$ cat src/rtl/stopwatch_ctrl.sv
// stopwatch_ctrl: run-control sequencer for the BCD stopwatch counter.
// Debounces buttons, latches mode/preset, paces count steps and detects terminal count.
module stopwatch_ctrl #(
  parameter int TICK_DIV  = 1_000_000,
  parameter int DB_CYCLES = 1_000_000
) (
  input  logic        c_clk,
  input  logic        C_clr,
  input  logic        btn_r,
  input  logic        btn_p,
  input  logic [1:0]  sel,
  input  logic [7:0]  load,
  input  logic [15:0] count,
  output logic        cnt_load,
  output logic [15:0] load_val,
  output logic        cnt_step,
  output logic        cnt_up,
  output logic [1:0]  state_o,
  output logic        done
);
  localparam int PW = $clog2(TICK_DIV);
  localparam int DW = $clog2(DB_CYCLES + 1);
  typedef enum logic [1:0] {IDLE = 2'b00, RUN = 2'b01, PAUSE = 2'b10, DONE = 2'b11} state_t;
  state_t state, nxt;
  logic [PW-1:0] psc, psc_nxt;
  logic [1:0] raw, s1, s2, lvl, lvl_d;
  logic [1:0] mode_q;
  logic [7:0] load_q;
  logic r_press, p_press, term, tick;
  function automatic logic [3:0] clamp9(input logic [3:0] d);
    return d > 4'd9 ? 4'd9 : d;
  endfunction
  assign raw = {btn_r, btn_p};
  always_ff @(posedge c_clk or posedge C_clr)
    if (C_clr) begin
      s1 <= '0;
      s2 <= '0;
      lvl_d <= '0;
    end else begin
      s1 <= raw;
      s2 <= s1;
      lvl_d <= lvl;
    end
  // Level flips only after DB_CYCLES consecutive synced samples disagree with it.
  for (genvar i = 0; i < 2; i++) begin : g_db
    logic [DW-1:0] cnt;
    logic l;
    always_ff @(posedge c_clk or posedge C_clr)
      if (C_clr) begin
        cnt <= '0;
        l <= 1'b0;
      end else if (s2[i] == l) cnt <= '0;
      else if (cnt == DW'(DB_CYCLES - 1)) begin
        cnt <= '0;
        l <= s2[i];
      end else cnt <= cnt + 1'b1;
    assign lvl[i] = l;
  end
  assign r_press  = lvl[1] & ~lvl_d[1];
  assign p_press  = lvl[0] & ~lvl_d[0];
  assign cnt_up   = ~mode_q[1];
  assign term     = cnt_up ? (count == 16'h9999) : (count == 16'h0000);
  assign tick     = psc == PW'(TICK_DIV - 1);
  assign load_val = mode_q == 2'd0 ? 16'h0000 : mode_q == 2'd2 ? 16'h9999 : {load_q, 8'h00};
  assign cnt_load = state == IDLE;
  assign done     = state == DONE;
  assign state_o  = state;
  always_comb begin
    nxt = r_press ? IDLE :
          state == IDLE  ? (p_press ? RUN : IDLE) :
          state == RUN   ? (term ? DONE : p_press ? PAUSE : RUN) :
          state == PAUSE ? (p_press ? RUN : PAUSE) : DONE;
    psc_nxt = (nxt == IDLE || nxt == DONE) ? '0 :
              state == RUN ? (tick ? '0 : psc + 1'b1) :
              state == PAUSE ? psc : '0;
    cnt_step = state == RUN && tick && !term && !r_press;
  end
  always_ff @(posedge c_clk or posedge C_clr)
    if (C_clr) begin
      state <= IDLE;
      psc <= '0;
      mode_q <= '0;
      load_q <= '0;
    end else begin
      state <= nxt;
      psc <= psc_nxt;
      if (state == IDLE) begin
        mode_q <= sel;
        load_q <= {clamp9(load[7:4]), clamp9(load[3:0])};
      end
    end
endmodule

$ cat config.mk
export PLATFORM = sky130hd
export DESIGN_NAME = stopwatch_ctrl
export DESIGN_NICKNAME = d
export VERILOG_FILES = /design/src/rtl/stopwatch_ctrl.sv
export SDC_FILE = /design/constraint.sdc
export NUM_CORES = 1
export LEC_CHECK = 0
export ABC_CLOCK_PERIOD_IN_PS = 2980
export BUFFER_PORTS_ARGS = -buffer_cell sky130_fd_sc_hd__buf_2
export CORE_MARGIN = 1.5
export CORE_UTILIZATION = 53
export CTS_CLUSTER_SIZE = 40
export DETAILED_ROUTE_END_ITERATION = 10
export GPL_ROUTABILITY_DRIVEN = 1
export GPL_TIMING_DRIVEN = 0
export PLACE_DENSITY = 0.77
export SKIP_CTS_REPAIR_TIMING = 1
export SYNTH_ARGS = -nofsm -noshare
export SYNTH_HDL_FRONTEND = slang
export SYNTH_SLANG_ARGS = --single-unit
export TNS_END_PERCENT = 5
$ cat constraint.sdc
create_clock -name c_clk -period 2.98 [get_ports c_clk]
set_clock_uncertainty 0.2 [all_clocks]
set_input_delay 0.596 -clock c_clk [delete_from_list [all_inputs] [get_ports c_clk]]
set_output_delay 0.596 -clock c_clk [all_outputs]
set_load 0.01 [all_outputs]
==> flow_summary.yaml, run 1 <==
synth:
  synth_cell_types: 50
  syn_area_per_cell_sq_um: 9.16
  yosysSeqAreaShare_pct: 47.3
  netlist_instances: 462
  synth_ff_type: "dfrtp_1"
  synth_warnings: 0
  syn_area_sq_um: 4230
  yosys_register_bits: 80
  async_reset_ff_share_pct: 100
  synth_edf_count: 0
sta:
  finalSetupViolCount: 0
  period_minus_slack_ns: 2.90
  slew_viol_final: 0
  hold_viol_final: 0
  tns_ns: 0
  max_slew_margin_pct: 52.6
  post-route-period-util_pct: 97.5
  rsz0062_at_grt: "true"
  timing.fmax_mhz: 344
  tightest_slew_ns: 0.706
clocking:
  clock-root-buffer: "clkbuf_8"
  htreeDepth: 3
  cts_buffer_depth: 2
  cts_made_buffers: 9
  clk_latency_ns: 0.36
  cts_sinks: 80
  clk_pin_slew_worst_paths_ns: 0.08
  cts_tree: "done"
floorplan:
  die_h_microns: 92.4
  die_x_microns: 92.4
  core_area_sq_um: 7730
  start_util_pct: 54.8
  dieArea_sq_um: 8530
  rows: 32
  ioPinCount: 52
hold_path:
  hold_class: "in2async"
placed_design:
  dpl_cell_area_sq_um: 4640
  place_congestion: 0.908
  dp.cells: 615
  io_buffers: 47
  dpl.hpwl_mm: 6.22
global_routing:
  grt_max_degree: 52
  grt_pass1_wl_mm: 15.3
  grt_use_total_pct: 22.4
  grt_pass1_vias: 3427
  antenna_found_initial: 0
  overflow: 0
route:
  dr.pass1.iters: 4
  drtIter0Drc: 116
  viasPerCell: 5.59
  drtAntennaViolNets: 0
  wl_per_cell_microns: 14.0
  drt_wl_total_mm: 8.81
  num_vias: 3523
  route.detailed.drc: 0
worst_setup_path:
  path_cells: "buf_2 > or4_1 > nor4_1 > o21ai_2 > clkbuf_4 > nand2_1 > nor3_1 > buf_2"
  r2r_slack_ns: 0.64
  ff2ff_path_depth: 8
  crit_arrival_ns: 2.11
  required_ns: 2.18
  path_depth: 8
  cp_num_buf_inv: 3
  critPathCaptureType: "output pin"
  critical_path.top_delay_family: "simple AND/OR/NAND/NOR gates"
  start_kind: "input pin"
  worstSetupPathType: "in2out"
  path_max_fanout: 10
  critical_path.max_stage_delay_ns: 0.51
  cpMostUsedCell: "buf_2"
  cpMaxStageDelayCell: "or4_1"
layout:
  syn_to_final_growth_pct: 13.9
  antenna_cells: 0
  fin_util_pct: 62.4
  nets: 556
  drive_gt1_share_pct: 17.6
  nFillCells: 658
  instances_no_fill: 630
  fin_area_sq_um: 4820
pwr:
  ir_drop_uv: 318
  total_power_mw: 1.93
  total_leakage_power_nw: 2.15
  p_per_area_nw_per_um2: 401
run:
  timing.max_cap.violations: 0
status:
  status: "finished, final reports clean"
==> where the power goes <==
part / leakage, nW / total, mW / internal, mW / switching [mW]
clock: 0.0886 / 0.742 / 0.348 / 0.393
combinational: 1.05 / 0.0889 / 0.0354 / 0.0535
sequential: 1.01 / 1.10 / 1.10 / 0.00827
==> final cells by class <==
class                           instances  area, sq um  area share, %
Buffer                                 26          149           3.09
Timing Repair Buffer                   48          263           5.45
Clock inverter                          4         28.8          0.597
Sequential cell                        80         2000           41.5
Tap cell                              102          128           2.65
Multi-Input combinational cell        342         2030           42.2
Clock buffer                           12          155           3.22
Inverter                               16         62.6           1.30
==> stage by stage <==
step / worst slack (ns) / hold WS, ns
final: 0.0757 / 0.0344
after global routing: -0.0369 / 0.0438
after CTS: 0.0430 / 0.0363
after detailed placement: 0.0809 / 0.142
after global placement: -0.795 / 0.142
after floorplan: 0.132 / 0.131
==> cell families after synthesis <==
group                    synth area share (%)
AND/OR/NAND/NOR                          31.1
multiplexers                             1.00
XOR/XNOR                                 8.07
AO/OA/AOI/OAI                            6.56
flip-flops                               47.3
adder cells (fa/ha/maj)                 0.887
other                                  0.0886
buffers and inverters                    4.96
==> final timing paths <==
check	start	to
max	count[1]	cnt_step
min	C_clr	load_q[1]$_DFFE_PP0P_
max reg2reg	psc[0]$_DFFE_PP0P_	psc[18]$_DFFE_PP0P_
min reg2reg	s1[0]$_DFF_PP0_	s2[0]$_DFF_PP0_
max in group asynchronous	C_clr	psc[17]$_DFFE_PP0P_
min in group c_clk	btn_r	s1[1]$_DFF_PP0_
==> flip-flops by register name, indices dropped and copies added (netlist names) <==
| register | flops |
|---|---|
| load_q | 8 |
| mode_q | 2 |
| psc | 20 |
| lvl_d | 2 |
| s1 | 2 |
| g_db.l | 2 |
| state_o | 2 |
| s2 | 2 |
| g_db.cnt | 40 |
==> metal layers <==
layer,routed length [microns],global-route usage [%]
met1,3890,27.9
met2,4360,38.4
met3,464,5.99
met4,93,5.90
met5,0,0
==> cell usage after synthesis (3+ instances only) <==
| cell | count | area share (%) |
|---|---|---|
| ha_1 | 3 | 0.89 |
| nor4bb_1 | 3 | 0.71 |
| o211ai_1 | 3 | 0.53 |
| a31oi_1 | 15 | 2.2 |
| buf_4 | 7 | 1.2 |
| nor4_1 | 8 | 1.2 |
| clkbuf_1 | 7 | 0.62 |
| nor2_1 | 54 | 4.8 |
| nor2b_1 | 4 | 0.59 |
| nand2_1 | 56 | 5.0 |
| nand3_1 | 34 | 4.0 |
| buf_2 | 10 | 1.2 |
| nand3b_1 | 7 | 1.2 |
| nor3_1 | 7 | 0.83 |
| or2_2 | 3 | 0.44 |
| o22ai_1 | 4 | 0.59 |
| dfrtp_1 | 80 | 47 |
| and4_1 | 5 | 1.0 |
| and2_1 | 13 | 1.9 |
| a21oi_1 | 3 | 0.35 |
| xnor2_1 | 15 | 3.1 |
| nand2b_1 | 7 | 1.0 |
| nand4_1 | 26 | 3.8 |
| xor2_1 | 24 | 5.0 |
| and3_1 | 7 | 1.0 |
| o21ai_0 | 5 | 0.59 |
| or4_1 | 3 | 0.53 |
| inv_1 | 16 | 1.4 |
| nand4b_1 | 3 | 0.62 |
| nor4b_1 | 4 | 0.83 |
==> layout by cell type, fill, tap and decap left out, types with 11 or more instances in the layout <==
cell type and count:
a31oi_1 15, and2_1 13, buf_2 56, clkbuf_8 11
dfrtp_1 80, inv_1 15, nand2_1 56, nand3_1 34
nand4_1 26, nor2_1 54, xnor2_1 15, xor2_1 24
No activity file was read; power rests on OpenSTA's default activity.
==> run 2, diff against run 1 <==
--- a/config.mk
+++ b/config.mk
@@ -14,6 +14,7 @@
 export GPL_ROUTABILITY_DRIVEN = 1
 export GPL_TIMING_DRIVEN = 0
 export PLACE_DENSITY = 0.77
+export RECOVER_POWER = 50
 export SKIP_CTS_REPAIR_TIMING = 1
 export SYNTH_ARGS = -nofsm -noshare
 export SYNTH_HDL_FRONTEND = slang
==> flow_summary.yaml, run 2 (same netlist as run 1, synthesis figures left out) <==
floorplan:
  start_util_pct: 54.8
  dieArea_sq_um: 8530
  ioPinCount: 52
  rows: 32
  core_area_sq_um: 7730
  die_h_microns: 92.4
  die_x_microns: 92.4
worst_setup_path:
  worstSetupPathType: "in2out"
  required_ns: 2.18
  cpMaxStageDelayCell: "or4_1"
  critical_path.max_stage_delay_ns: 0.51
  cpMostUsedCell: "buf_2"
  critPathCaptureType: "output pin"
  crit_arrival_ns: 2.11
  path_max_fanout: 10
  start_kind: "input pin"
  path_cells: "buf_2 > or4_1 > nor4_1 > o21ai_2 > clkbuf_4 > nand2_1 > nor3_1 > buf_2"
global_routing:
  grt_pass1_vias: 3427
  overflow: 0
  grt_max_degree: 52
  antenna_found_initial: 0
  grt_pass1_wl_mm: 15.3
  grt_use_total_pct: 22.4
layout:
  syn_to_final_growth_pct: 13.3
  largest_reg_flops: 40
  reg_top3: "g_db.cnt (40), psc (20), load_q (8)"
  antenna_cells: 0
  layout_common_cells: "80 x dfrtp_1, 56 x nand2_1, 55 x buf_2"
  largest-register: "g_db.cnt"
  final_common_cell: "dfrtp_1"
  drive_gt1_share_pct: 17.4
  nets: 556
  instances_no_fill: 630
hold_path:
  hold_class: "in2reg"
sta:
  timing.fmax_mhz: 344
  period_minus_slack_ns: 2.90
  finalSetupViolCount: 0
  tightest_slew_ns: 1.29
  post-route-period-util_pct: 97.4
  slew_viol_final: 0
  max_slew_margin_pct: 13.2
  hold_viol_final: 0
  rsz0062_at_grt: "true"
  tns_ns: 0
status:
  status: "finished, final reports clean"
clocking:
  cts_sinks: 80
  clk_pin_slew_worst_paths_ns: 0.08
  cts_tree: "done"
  cts_made_buffers: 9
  clk_latency_ns: 0.36
  cts_buffer_depth: 2
  clock-root-buffer: "clkbuf_8"
  htreeDepth: 3
route:
  num_vias: 3528
  drt_wl_total_mm: 8.83
  viasPerCell: 5.60
  drtIter0Drc: 116
  dr.pass1.iters: 4
  wl_per_cell_microns: 14.0
  drtAntennaViolNets: 0
  route.detailed.drc: 0
placed_design:
  dp.cells: 615
  dpl.hpwl_mm: 6.22
  io_buffers: 47
  place_congestion: 0.908
pwr:
  ir_drop_uv: 318
  total_power_mw: 1.93
  p_per_area_nw_per_um2: 403
  total_leakage_power_nw: 2.13
run:
  timing.max_cap.violations: 0
## run 2: cell types whose count changed in the layout (fill, tap and decap cells not counted), sizes merged
cell	before	now
clkinvlp	2	3
clkbuf	21	23
buf	65	63
inv	16	15
## run 2: final cells by class
type | count | area (sq um)
Tap cell | 102 | 128
Buffer | 26 | 149
Clock buffer | 12 | 155
Sequential cell | 80 | 2000
Multi-Input combinational cell | 342 | 2030
Inverter | 16 | 61.3
Fill cell | 663 | 2930
Clock inverter | 4 | 28.8
Timing Repair Buffer | 48 | 239
## run 2: where the power goes
part           switching, mW  internal (mW)  leakage, nW
Combinational         0.0526         0.0319         1.03
Sequential           0.00828           1.10         1.01
Clock                  0.394          0.348       0.0886
Total                  0.455           1.48         2.13
## run 2: critical path, delay by kind of cell
family | cells | cell delay, ns
simple gates | 4 | 0.89
buf+inv | 3 | 0.46
compound gates | 1 | 0.16
## run 2: path summary, 6_finish.rpt
kind | cells after the start | endpoint | from | slack, ns
hold / removal | 1 | s1[1]$_DFF_PP0_ | btn_r | 0.14
setup reg to reg | 8 | psc[18]$_DFFE_PP0P_ | psc[0]$_DFFE_PP0P_ | 0.64
max in group asynchronous | 3 | psc[17]$_DFFE_PP0P_ | C_clr | 0.51
hold reg to reg | 0 | s2[0]$_DFF_PP0_ | s1[0]$_DFF_PP0_ | 0.16
min in group asynchronous | 2 | load_q[1]$_DFFE_PP0P_ | C_clr | 0.31
setup / recovery | 8 | cnt_step | count[1] | 0.08
## run 2: routing by layer
layer	track usage [%]	part of all wire, %	up-vias
met2	38.4	49	109
li1	-	-	1740
met3	5.99	5.8	12
met5	0	0	-
met1	27.9	44	1667
met4	5.90	1.4	0
## run 2: per-stage QoR
stage / cell area, sq um / hold slack, ns / util, % / worst slack [ns]
detailed placement: 4640 / 0.142 / 60.0 / 0.0809
CTS: 4820 / 0.0363 / 62.4 / 0.0430
global route: 4800 / 0.119 / 62.1 / -0.0369
floorplan: 4250 / 0.131 / - / 0.132
finish: 4800 / 0.145 / 62.1 / 0.0760
global placement: 4610 / 0.142 / 59.6 / -0.795
==> run 3, diff against run 2 <==
--- a/config.mk
+++ b/config.mk
@@ -7,13 +7,15 @@
 export LEC_CHECK = 0
 export ABC_CLOCK_PERIOD_IN_PS = 2980
 export BUFFER_PORTS_ARGS = -buffer_cell sky130_fd_sc_hd__buf_2
+export CELL_PAD_IN_SITES_DETAIL_PLACEMENT = 0
+export CELL_PAD_IN_SITES_GLOBAL_PLACEMENT = 1
 export CORE_MARGIN = 1.5
-export CORE_UTILIZATION = 53
+export CORE_UTILIZATION = 40
 export CTS_CLUSTER_SIZE = 40
 export DETAILED_ROUTE_END_ITERATION = 10
 export GPL_ROUTABILITY_DRIVEN = 1
 export GPL_TIMING_DRIVEN = 0
-export PLACE_DENSITY = 0.77
+export PLACE_DENSITY_LB_ADDON = 0.1
 export RECOVER_POWER = 50
 export SKIP_CTS_REPAIR_TIMING = 1
 export SYNTH_ARGS = -nofsm -noshare
==> flow_summary.yaml, run 3 (same netlist as run 1, synthesis figures left out) <==
sta:
  period_minus_slack_ns: 2.88
  rsz0062_at_grt: "true"
  timing.fmax_mhz: 347
  max_slew_margin_pct: 37.2
  hold_viol_final: 0
  tightest_slew_ns: 0.942
  finalSetupViolCount: 0
  slew_viol_final: 0
  post-route-period-util_pct: 96.8
layout:
  layout_common_cells: "80 x dfrtp_1, 56 x nand2_1, 55 x buf_2"
  drive_gt1_share_pct: 17.4
  reg_top3: "g_db.cnt (40), psc (20), load_q (8)"
  antenna_cells: 0
  largest-register: "g_db.cnt"
  syn_to_final_growth_pct: 14.8
  fin_util_pct: 47.3
  fin_area_sq_um: 4860
  final_common_cell: "dfrtp_1"
  largest_reg_flops: 40
  nets: 557
global_routing:
  grt_pass1_vias: 3380
  overflow: 0
  grt_use_total_pct: 17.8
  grt_max_degree: 69
  antenna_found_initial: 0
  grt_pass1_wl_mm: 15.9
placed_design:
  dpl_cell_area_sq_um: 4680
  dpl.hpwl_mm: 6.30
  place_congestion: 0.817
  io_buffers: 47
floorplan:
  die_h_microns: 106
  core_area_sq_um: 10300
  start_util_pct: 41.2
  dieArea_sq_um: 11200
  rows: 37
  ioPinCount: 52
  die_x_microns: 106
worst_setup_path:
  start_kind: "input pin"
  required_ns: 2.18
  path_cells: "buf_2 > or4_1 > nor4_2 > o21ai_2 > buf_4 > nand2_1 > nor3_1 > buf_2"
  worstSetupPathType: "in2out"
  critPathCaptureType: "output pin"
  path_max_fanout: 10
  cpMostUsedCell: "buf_2"
  cpMaxStageDelayCell: "or4_1"
  critical_path.top_delay_family: "simple AND/OR/NAND/NOR gates"
  critical_path.max_stage_delay_ns: 0.53
  crit_arrival_ns: 2.09
  cp_num_buf_inv: 3
status:
  status: "finished, final reports clean"
clocking:
  clock-root-buffer: "clkbuf_8"
  cts_sinks: 80
  cts_made_buffers: 9
  clk_latency_ns: 0.36
  htreeDepth: 3
  clk_pin_slew_worst_paths_ns: 0.09
  cts_buffer_depth: 2
  cts_tree: "done"
route:
  num_vias: 3475
  drtIter0Drc: 113
  drt_wl_total_mm: 9.06
  drtAntennaViolNets: 0
  viasPerCell: 5.23
  wl_per_cell_microns: 13.6
  dr.pass1.iters: 4
  route.detailed.drc: 0
pwr:
  total_leakage_power_nw: 2.14
  ir_drop_uv: 244
  p_per_area_nw_per_um2: 410
run:
  timing.max_cap.violations: 0
hold_path:
  hold_class: "in2reg"
run 3: metal layers:
layer | wire (microns) | vias up | track usage (%)
met5 | 0 | - | 0
met1 | 4400 | 1662 | 24.5
li1 | - | 1736 | -
met3 | 347 | 11 | 2.84
met2 | 4160 | 66 | 27.7
met4 | 153 | 0 | 7.82
run 3: area by class of cell:
type                            instances  area [sq um]
Clock inverter                          6          67.6
Clock buffer                           10           128
Multi-Input combinational cell        342          2030
Timing Repair Buffer                   49           251
Fill cell                            1029          5420
Sequential cell                        80          2000
Buffer                                 26           149
Tap cell                              136           170
Inverter                               16          61.3
run 3: path summary, 6_finish.rpt:
path | from | to | slack (ns) | cells past startpoint
worst max-delay path | count[7] | cnt_step | 0.1 | 8
worst min-delay path | btn_r | s1[1]$_DFF_PP0_ | 0.13 | 1
worst max register to register | psc[0]$_DFFE_PP0P_ | psc[18]$_DFFE_PP0P_ | 0.64 | 8
worst min register to register | s1[1]$_DFF_PP0_ | s2[1]$_DFF_PP0_ | 0.16 | 0
max in group asynchronous | C_clr | psc[9]$_DFFE_PP0P_ | 0.63 | 4
min in group asynchronous | C_clr | s2[1]$_DFF_PP0_ | 0.59 | 3
run 3: power by group:
group	internal, mW	total, mW	switching (mW)
Clock	0.390	0.806	0.416
Sequential	1.10	1.10	0.00778
Combinational	0.0330	0.0864	0.0535
run 3: through the flow:
| stage | setup slack (ns) | setup TNS (ns) | hold WS (ns) | instances | power [mW] |
|---|---|---|---|---|---|
| after floorplan | 0.132 | 0 | 0.131 | 465 | 1.17 |
| after global placement | -0.966 | -76.99 | 0.139 | 648 | 1.21 |
| after detailed placement | 0.0439 | 0 | 0.138 | 649 | 1.22 |
| after CTS | 0.00309 | 0 | -0.0760 | 665 | 2.04 |
| after global routing | -0.0420 | -0.0420 | 0.115 | 665 | 2.09 |
| final | 0.0961 | 0 | 0.131 | 665 | 2.00 |
run 3: worst reg2reg max path, cell delays in order, from the launching register on:
cell,delay (ns)
dfrtp_1,0.39
ha_1,0.24
and4_1,0.37
nand3_1,0.17
o21a_1,0.21
buf_2,0.16
buf_2,0.21
a31oi_1,0.18
mux2i_1,0.09
